$ cat config.mk
export PLATFORM = sky130hd
export DESIGN_NAME = led_cmd_ctrl
export DESIGN_NICKNAME = d
export VERILOG_FILES = /design/src/rtl/led_cmd_ctrl_pkg.sv /design/src/rtl/led_cmd_ctrl_pwm.sv /design/src/rtl/led_cmd_ctrl.sv
export SDC_FILE = /design/constraint.sdc
export NUM_CORES = 1
export LEC_CHECK = 0
export ABC_AREA = 0
export CAP_MARGIN = 20
export CORE_UTILIZATION = 45
export DETAILED_ROUTE_END_ITERATION = 8
export PLACE_DENSITY = 0.69
export SYNTH_ARGS = -nofsm -noshare
export SYNTH_HDL_FRONTEND = slang
export SYNTH_SLANG_ARGS = --single-unit
$ cat constraint.sdc
create_clock -name sysclk -period 1.8 [get_ports sysclk]
set_clock_uncertainty 0.1 [all_clocks]
set_input_delay 0.36 -clock sysclk [delete_from_list [all_inputs] [get_ports sysclk]]
set_output_delay 0.36 -clock sysclk [all_outputs]
set_load 0.02 [all_outputs]
$ cat src/rtl/led_cmd_ctrl_pkg.sv
// led_cmd_ctrl_pkg: shared command codes, chip-select levels, FSM states and brightness clamp.
package led_cmd_ctrl_pkg;
    localparam logic       CS_ASSERT          = 1'b0;
    localparam logic       CS_DEASSERT        = 1'b1;
    localparam int         MASTER_FRAME_WIDTH = 24;
    localparam logic [7:0] CMD_NOP            = 8'h00;
    localparam logic [7:0] CMD_WRITE          = 8'h01;
    localparam logic [7:0] CMD_READ           = 8'h02;
    localparam logic [7:0] CMD_ERR            = 8'hEE;
    localparam logic [7:0] BRIGHT_MAX         = 8'd100;
    localparam int         PWM_STEPS          = 100;

    typedef enum logic [2:0] {
        ST_IDLE, ST_DECODE, ST_EXEC, ST_RESP, ST_ERR, ST_WAIT_CS
    } state_t;

    function automatic logic [7:0] sat_bright(input logic [7:0] v);
        return (v > BRIGHT_MAX) ? BRIGHT_MAX : v;
    endfunction
endpackage

$ cat src/rtl/led_cmd_ctrl_pwm.sv
// led_pwm: shared prescaler and 0..99 step counter driving N_LEDS registered PWM outputs.
module led_pwm
    import led_cmd_ctrl_pkg::*;
#(
    parameter int N_LEDS   = 4,
    parameter int PRESCALE = 125
) (
    input  logic                   sysclk,
    input  logic                   rst_n,
    input  logic [N_LEDS-1:0][7:0] i_bright,
    output logic [N_LEDS-1:0]      o_led
);
    localparam int PW = (PRESCALE > 1) ? $clog2(PRESCALE) : 1;

    logic [PW-1:0]          r_pre;
    logic [6:0]             r_step;
    logic [N_LEDS-1:0][7:0] r_shadow;
    logic [N_LEDS-1:0]      r_led;
    logic                   w_tick;
    logic                   w_wrap;

    assign w_tick = r_pre == PW'(PRESCALE - 1);
    assign w_wrap = w_tick && (r_step == 7'(PWM_STEPS - 1));
    assign o_led  = r_led;

    // Duty is only reloaded at the period boundary so a write never truncates a pulse.
    always_ff @(posedge sysclk or negedge rst_n) begin
        if (!rst_n) begin
            r_pre    <= '0;
            r_step   <= '0;
            r_shadow <= '0;
            r_led    <= '0;
        end else begin
            r_pre <= w_tick ? '0 : r_pre + 1'b1;
            if (w_tick) r_step <= w_wrap ? '0 : r_step + 1'b1;
            if (w_wrap) r_shadow <= i_bright;
            for (int i = 0; i < N_LEDS; i++) r_led[i] <= {1'b0, r_step} < r_shadow[i];
        end
    end
endmodule

$ cat src/rtl/led_cmd_ctrl.sv
// led_cmd_ctrl: executes SPI write/read commands on a per-LED brightness file and
// returns the read-back frame with tx enable to the SPI slave.
module led_cmd_ctrl
    import led_cmd_ctrl_pkg::*;
#(
    parameter int N_LEDS   = 4,
    parameter int PRESCALE = 125,
    parameter int ERR_W    = 8
) (
    input  logic                          sysclk,
    input  logic                          rst_n,
    input  logic                          i_cs,
    input  logic [7:0]                    i_cmd,
    input  logic [7:0]                    i_addr,
    input  logic [7:0]                    i_payload,
    output logic                          o_slv_tx_enb,
    output logic [MASTER_FRAME_WIDTH-1:0] o_slv_frame,
    output logic [N_LEDS-1:0]             o_led,
    output logic [ERR_W-1:0]              o_err_cnt
);
    localparam int AW = (N_LEDS > 1) ? $clog2(N_LEDS) : 1;

    state_t                          r_state, w_next;
    logic [7:0]                      r_cmd_prev, r_cmd, r_addr, r_payload;
    logic [N_LEDS-1:0][7:0]          r_bright;
    logic [MASTER_FRAME_WIDTH-1:0]   r_frame;
    logic                            r_frame_vld, r_tx_enb;
    logic [ERR_W-1:0]                r_err_cnt;
    logic                            w_cs_on, w_trig, w_bad;
    logic [7:0]                      w_rd_bright;

    assign w_cs_on      = i_cs == CS_ASSERT;
    assign w_trig       = w_cs_on && (i_cmd != CMD_NOP) && (r_cmd_prev == CMD_NOP);
    assign w_bad        = (r_addr >= 8'(N_LEDS)) || ((r_cmd != CMD_WRITE) && (r_cmd != CMD_READ));
    assign w_rd_bright  = r_bright[r_addr[AW-1:0]];
    assign o_slv_tx_enb = r_tx_enb;
    assign o_slv_frame  = r_frame;
    assign o_err_cnt    = r_err_cnt;

    always_comb begin
        w_next = r_state;
        case (r_state)
            ST_IDLE:                  w_next = w_trig ? ST_DECODE : ST_IDLE;
            ST_DECODE:                w_next = w_bad ? ST_ERR : ((r_cmd == CMD_WRITE) ? ST_EXEC : ST_RESP);
            ST_EXEC, ST_RESP, ST_ERR: w_next = ST_WAIT_CS;
            ST_WAIT_CS:               w_next = ST_WAIT_CS;
            default:                  w_next = ST_IDLE;
        endcase
        // Losing chip select abandons the frame from any active state.
        if (r_state != ST_IDLE && !w_cs_on) w_next = ST_IDLE;
    end

    always_ff @(posedge sysclk or negedge rst_n) begin
        if (!rst_n) begin
            r_state     <= ST_IDLE;
            r_cmd_prev  <= CMD_NOP;
            r_cmd       <= CMD_NOP;
            r_addr      <= '0;
            r_payload   <= '0;
            r_bright    <= '0;
            r_frame     <= '0;
            r_frame_vld <= 1'b0;
            r_tx_enb    <= 1'b0;
            r_err_cnt   <= '0;
        end else begin
            r_state    <= w_next;
            r_cmd_prev <= i_cmd;
            if (r_state == ST_IDLE && w_trig) begin
                r_cmd     <= i_cmd;
                r_addr    <= i_addr;
                r_payload <= i_payload;
            end
            if (r_state == ST_EXEC) r_bright[r_addr[AW-1:0]] <= sat_bright(r_payload);
            if (r_state == ST_ERR && r_err_cnt != '1) r_err_cnt <= r_err_cnt + 1'b1;
            if (!w_cs_on) begin
                r_frame     <= '0;
                r_frame_vld <= 1'b0;
                r_tx_enb    <= 1'b0;
            end else if (r_state == ST_RESP) begin
                r_frame     <= {CMD_READ, r_addr, w_rd_bright};
                r_frame_vld <= 1'b1;
            end else if (r_state == ST_ERR && r_cmd == CMD_READ) begin
                r_frame     <= {CMD_ERR, r_addr, 8'h00};
                r_frame_vld <= 1'b1;
            end else if (r_state == ST_WAIT_CS) begin
                r_tx_enb    <= r_frame_vld;
            end
        end
    end

    led_pwm #(.N_LEDS(N_LEDS), .PRESCALE(PRESCALE)) u_pwm (
        .sysclk   (sysclk),
        .rst_n    (rst_n),
        .i_bright (r_bright),
        .o_led    (o_led)
    );
endmodule

=== After elaboration in Yosys (flattened, before gate mapping) ===
Cells that the tools add are included.

* Add/subtract/negate cells: 3
* Magnitude comparators: 8
* Eq/ne operators: 14
* Multiplexer cells: 23
* Bitwise logic cells: 1
* Reduce and logical (&&, ||, !) cells: 18

{| class="wikitable"
|+ Operators with widths
! operator !! number
|-
| two-way mux 24 bit || 3
|-
| bitwise mux 32 bit || 1
|-
| less-than comparator 7 x 8 -> 1 bit || 4
|-
| two-way mux 8 bit || 3
|-
| binary-select mux 8 bit (select 2 bit) || 1
|-
| demux 8 bit (select 2 bit) || 1
|-
| adder 7 x 1 -> 7 bit, second input constant || 2
|-
| equality test 7 bit, second input constant || 2
|-
| two-way mux 7 bit || 2
|-
| logical AND 1 bit || 9
|-
| two-way mux 1 bit || 9
|-
| case mux 3 bit (3 select lines) || 1
|-
| adder 8 x 1 -> 8 bit, second input constant || 1
|-
| equality test 8 x 1 -> 1 bit, second input constant || 1
|-
| equality test 8 x 2 -> 1 bit, second input constant || 1
|-
| >= comparator 8 x 3 -> 1 bit, second input constant || 1
|-
| > comparator 8 x 7 -> 1 bit, second input constant || 1
|-
| zero test 8 bit || 1
|-
| != test 8 x 1 -> 1 bit, second input constant || 1
|-
| != test 8 x 2 -> 1 bit, second input constant || 1
|-
| != test 8 bit, second input constant || 1
|-
| nonzero test 8 bit || 1
|-
| equality test 3 x 2 -> 1 bit, second input constant || 2
|-
| equality test 3 bit, second input constant || 2
|-
| 12 further kinds || 15
|}

* Register bits: 151
* Input bits: 27
* Output and inout bits: 37
* Logic and storage cells: 87

=== Depth between registers and ports, before layout ===
Gate-level depths: netlist of the first run.

* Depth after elaboration: 6
* Depth in mapped cells: 8
* Gate-level depth less buffers: 6

=== Hierarchy ===
From an unflattened synthesis of the first run, not the netlist that was laid out.

* Cell total of the unflattened synthesis: 547
* Area total of the unflattened synthesis: 6708.9 µm²

{| class="wikitable"
|+ Modules (own cells, without submodules)
! module !! times used !! cells an instance !! area an instance (µm²)
|-
| led_cmd_ctrl || 1 || 322 || 3981.3
|-
| led_pwm || 1 || 225 || 2727.6
|}

=== Least setup slack after synthesis of the first run ===
Ideal clock, no wire load.

* Path kind: flip-flop to flip-flop
* Start: register u_pwm.r_step[2]
* End: register u_pwm.r_shadow[0] in the netlist's numbering
* Arrival: 1.659 ns
* Required time: 1.575 ns
* Setup slack: -0.083 ns
* Stages on the path, launching flop included: 5
* Path buffers: 1
* Cells stage by stage: dfrtp_1 or2_2 nor4_4 buf_4 mux2_2

* Word-level cells in the longest chain between the ends: 2

{| class="wikitable"
|+ RTL lines
! what !! RTL line !! text
|-
| start, declared || led_cmd_ctrl_pwm.sv:16 || <nowiki>logic [6:0] r_step;</nowiki>
|-
| start signal, assigned || led_cmd_ctrl_pwm.sv:35 || <nowiki>if (w_tick) r_step <= w_wrap ? '0 : r_step + 1'b1;</nowiki>
|-
| equality test 7 bit || led_cmd_ctrl_pwm.sv:23 || <nowiki>assign w_wrap = w_tick && (r_step == 7'(PWM_STEPS - 1));</nowiki>
|-
| logical AND 1 bit || led_cmd_ctrl_pwm.sv:23 ||
|-
| end signal, assigned || led_cmd_ctrl_pwm.sv:36 || <nowiki>if (w_wrap) r_shadow <= i_bright;</nowiki>
|-
| end, declared || led_cmd_ctrl_pwm.sv:17 || <nowiki>logic [N_LEDS-1:0][7:0] r_shadow;</nowiki>
|}

No other way between the ends.
A chain may end at the register's enable or synchronous reset.

=== Worst setup path after layout of the first run ===
* Start: register u_pwm.r_step[2]
* End: register u_pwm.r_shadow[16] in the netlist's numbering

The elaborated chain is that of the path after synthesis.

==> run_results.csv, run 1 <==
group,metric,value,unit
finish,final_common_cell,"dfrtp_1",
placement,place_area,0.00778,mm2
power_and_ir_drop,totalPowerFinal,7.75,mW
synthesis,syn_avg_cell_area,11.5,um2
timing,setup_viol,19,
die,start_util,46.7,%
synthesis,syn_inst,568,
power_and_ir_drop,clkPwrFrac,52.4,%
synthesis,ys_seq_elements,144,
finish,antenna_cells,0,
finish,drive_gt1_share,26.2,%
synthesis,yosysWarningCount,0,
power_and_ir_drop,ir_drop,735,uV
power_and_ir_drop,combPwrFrac,4.6,%
drt,vias,4763,
grt,grt_pass1_vias,4927,
critical_path,path_max_fanout,7,
synthesis,synth_edf_count,0,
finish,fin_area,0.00871,mm2
status,outcome,"complete, but fails checks",
power_and_ir_drop,power_frac_seq,43.0,%
timing,hold_viol_final,0,
critical_path,end_kind,"register",
critical_path,critPathKind,"reg2reg",
die,die_w,123,um
cts,max-clock-path-buffers,2,
cts,cts_tree,"built",
run,drv_cap,0,
placement,gp_congestion,0.806,
grt,grt_remaining_overflow,0,
drt,ant_nets,0,
grt,antenna_found_initial,0,
drt,vias_per_cell,5.41,
power_and_ir_drop,swShare,20.9,%
synthesis,synth-main-ff-cell,"dfrtp_1",
synthesis,synth_area,0.00656,mm2
drt,totalWireLength,15300,um
grt,grt_first_pass_wirelength,24800,um
power_and_ir_drop,powerDensity,889,mW/mm2
critical_path,cp_data_required_time,2.01,ns
status,violations,"negative setup slack",
synthesis,async_reset_ff_share,100,%
synthesis,yosys.area.top_type_share,54.9,%
critical_path,arrival,2.04,ns
die,ios,64,
power_and_ir_drop,leakagePower,4.15,nW
cts,cts_htree_levels,4,
die,row_count,43,
synthesis,yosysTopAreaCell,"dfrtp_1",
power_and_ir_drop,p_int,6.13,mW
finish,layout.cells.most_common_list,"dfrtp_1, buf_4, nand2_1",
synthesis,synth.distinct_cells,54,
cts,root_buffer,"clkbuf_16",
synthesis,synth_area_leaders,"dfrtp_1, mux2_2, ha_1",
timing,finalCritPeriodShare,101,%
drt,drc_errors,0,
finish,num-nets-final,743,
worst_hold_path,min_path_type,"in2async",
drt,wl_per_cell,17.4,um
timing,maxSlewViolCount,0,
grt,grt_usage,22.1,%
drt,drt_iter0_markers,275,
die,fp.dieArea,0.0151,mm2
cts,cts_sinks,144,
timing,rsz0062_at_grt,"yes",
timing,fmax,548,MHz
timing,finalWorstSetupSlack,-0.0253,ns
power_and_ir_drop,p_sw,1.62,mW
placement,io_buffers,61,
drt,drt_first_pass_iters,4,
timing,min_period,1.83,ns
synthesis,ys_seq_area_share,54.9,%
cts,numCtsBuffers,17,
die,die_h,123,um
critical_path,cp-start-kind,"register",
finish,area_growth,32.8,%
cts,clock_latency,0.43,ns
cts,clkTransAtPathRegs,0.06,ns
placement,place_hpwl,10300,um
die,fp.coreArea,0.0140,mm2
grt,grt_max_degree,40,
[cells by family after synthesis]
logic type / after synthesis / share of synthesized area [%]
multiplexers: 52 / 10.2
other: 1 / 0.0572
flip-flops: 144 / 54.9
XOR/XNOR: 12 / 1.60
AND/OR/NAND/NOR: 163 / 13.4
buffers and inverters: 65 / 4.83
adder cells (fa/ha/maj): 28 / 5.34
AO/OA/AOI/OAI: 103 / 9.63
[registers in the layout, indices dropped and copies added (netlist names), 7 cells and up]
register / flops
u_pwm.r_pre: 7
o_err_cnt: 8
r_bright: 32
r_cmd_prev: 8
r_cmd: 8
u_pwm.r_step: 7
r_addr: 8
u_pwm.r_shadow: 32
o_slv_frame: 18
r_payload: 8
[timing repair]
| action | CTS | global route |
|---|---|---|
| gates cloned | 1 | 5 |
| buffers inserted | 2 | 3 |
| hold buffers | 1 | 0 |
| pin swaps | 2 | 9 |
| endpoints found under the hold margin | 33 | 0 |
| gates resized for setup | 44 | 47 |
| setup endpoints to repair | 74 | 92 |
[per-stage QoR]
stage                     instances  TNS (ns)  util, %  hold WS, ns  worst slack [ns]
after floorplan                 569         0        -      -0.0356           0.00186
after global placement          838     -9.08     55.4        0.189            -0.379
after detailed placement        838    -10.96     55.4        0.188            -0.447
after CTS                       874  -0.00932     60.6        0.304          -0.00731
after global routing            881     -1.91     62.0        0.316           -0.0813
final                           881    -0.179     62.0        0.298           -0.0253
[Yosys cell counts, types with 8 or more instances]
cell type,instances
nand2_1,53
nand2b_1,9
mux4_2,8
inv_1,37
xor2_1,9
o21ai_0,58
a21oi_1,10
buf_4,12
ha_1,28
o2bb2ai_1,8
mux2_2,40
nand3_1,18
dfrtp_1,144
nor2_1,30
[path summary, 6_finish.rpt]
kind	startpoint	cells after the start	slack (ns)	to
worst max-delay path	u_pwm.r_step[2]	5	-0.03	u_pwm.r_shadow[16]
worst min-delay path	rst_n	2	0.30	r_cmd_prev[4]
worst max register to register	u_pwm.r_step[2]	5	-0.03	u_pwm.r_shadow[16]
worst min register to register	u_pwm.r_shadow[31]	1	0.38	u_pwm.o_led[3]
max in group asynchronous	rst_n	3	0.68	o_slv_frame[6]
min in group sysclk	u_pwm.r_shadow[31]	1	0.38	u_pwm.o_led[3]
[layer usage]
layer / GRT usage [%] / wire length, um / up-vias
li1: - / - / 2231
met1: 27.6 / 6850 / 2410
met2: 36.3 / 7610 / 98
met3: 6.04 / 590 / 24
met4: 8.46 / 284 / 0
met5: 0 / 0 / -
[power groups by stage]
stage               logic [mW]  clock network (mW)  registers, mW
floorplan                0.126                   0           3.39
global placement         0.354                   0           3.38
detailed placement       0.364                   0           3.38
CTS                      0.363                4.10           3.33
global route             0.395                4.26           3.33
finish                   0.359                4.06           3.33
[area by class of cell]
| type | count | area (um2) |
|---|---|---|
| Fill cell | 1089 | 5330 |
| Sequential cell | 144 | 3610 |
| Multi-Input combinational cell | 360 | 2800 |
| Timing Repair Buffer | 128 | 1250 |
| Clock buffer | 19 | 453 |
| Clock inverter | 13 | 233 |
| Tap cell | 180 | 225 |
| Inverter | 37 | 139 |
[critical path, stage by stage (launching register included)]
cell	delay [ns]
dfrtp_2	0.46
or2_4	0.27
nor4_4	0.26
buf_6	0.17
clkbuf_16	0.16
mux2_4	0.29
(Power assumes the default switching activity.)
==> inputs of run 2 (changes only) <==
- GPL_ROUTABILITY_DRIVEN: default -> 0
- HOLD_SLACK_MARGIN: default -> 0.03
==> results of run 2 <==
No change in the layout: final DEF, timing and power equal those of run 1.
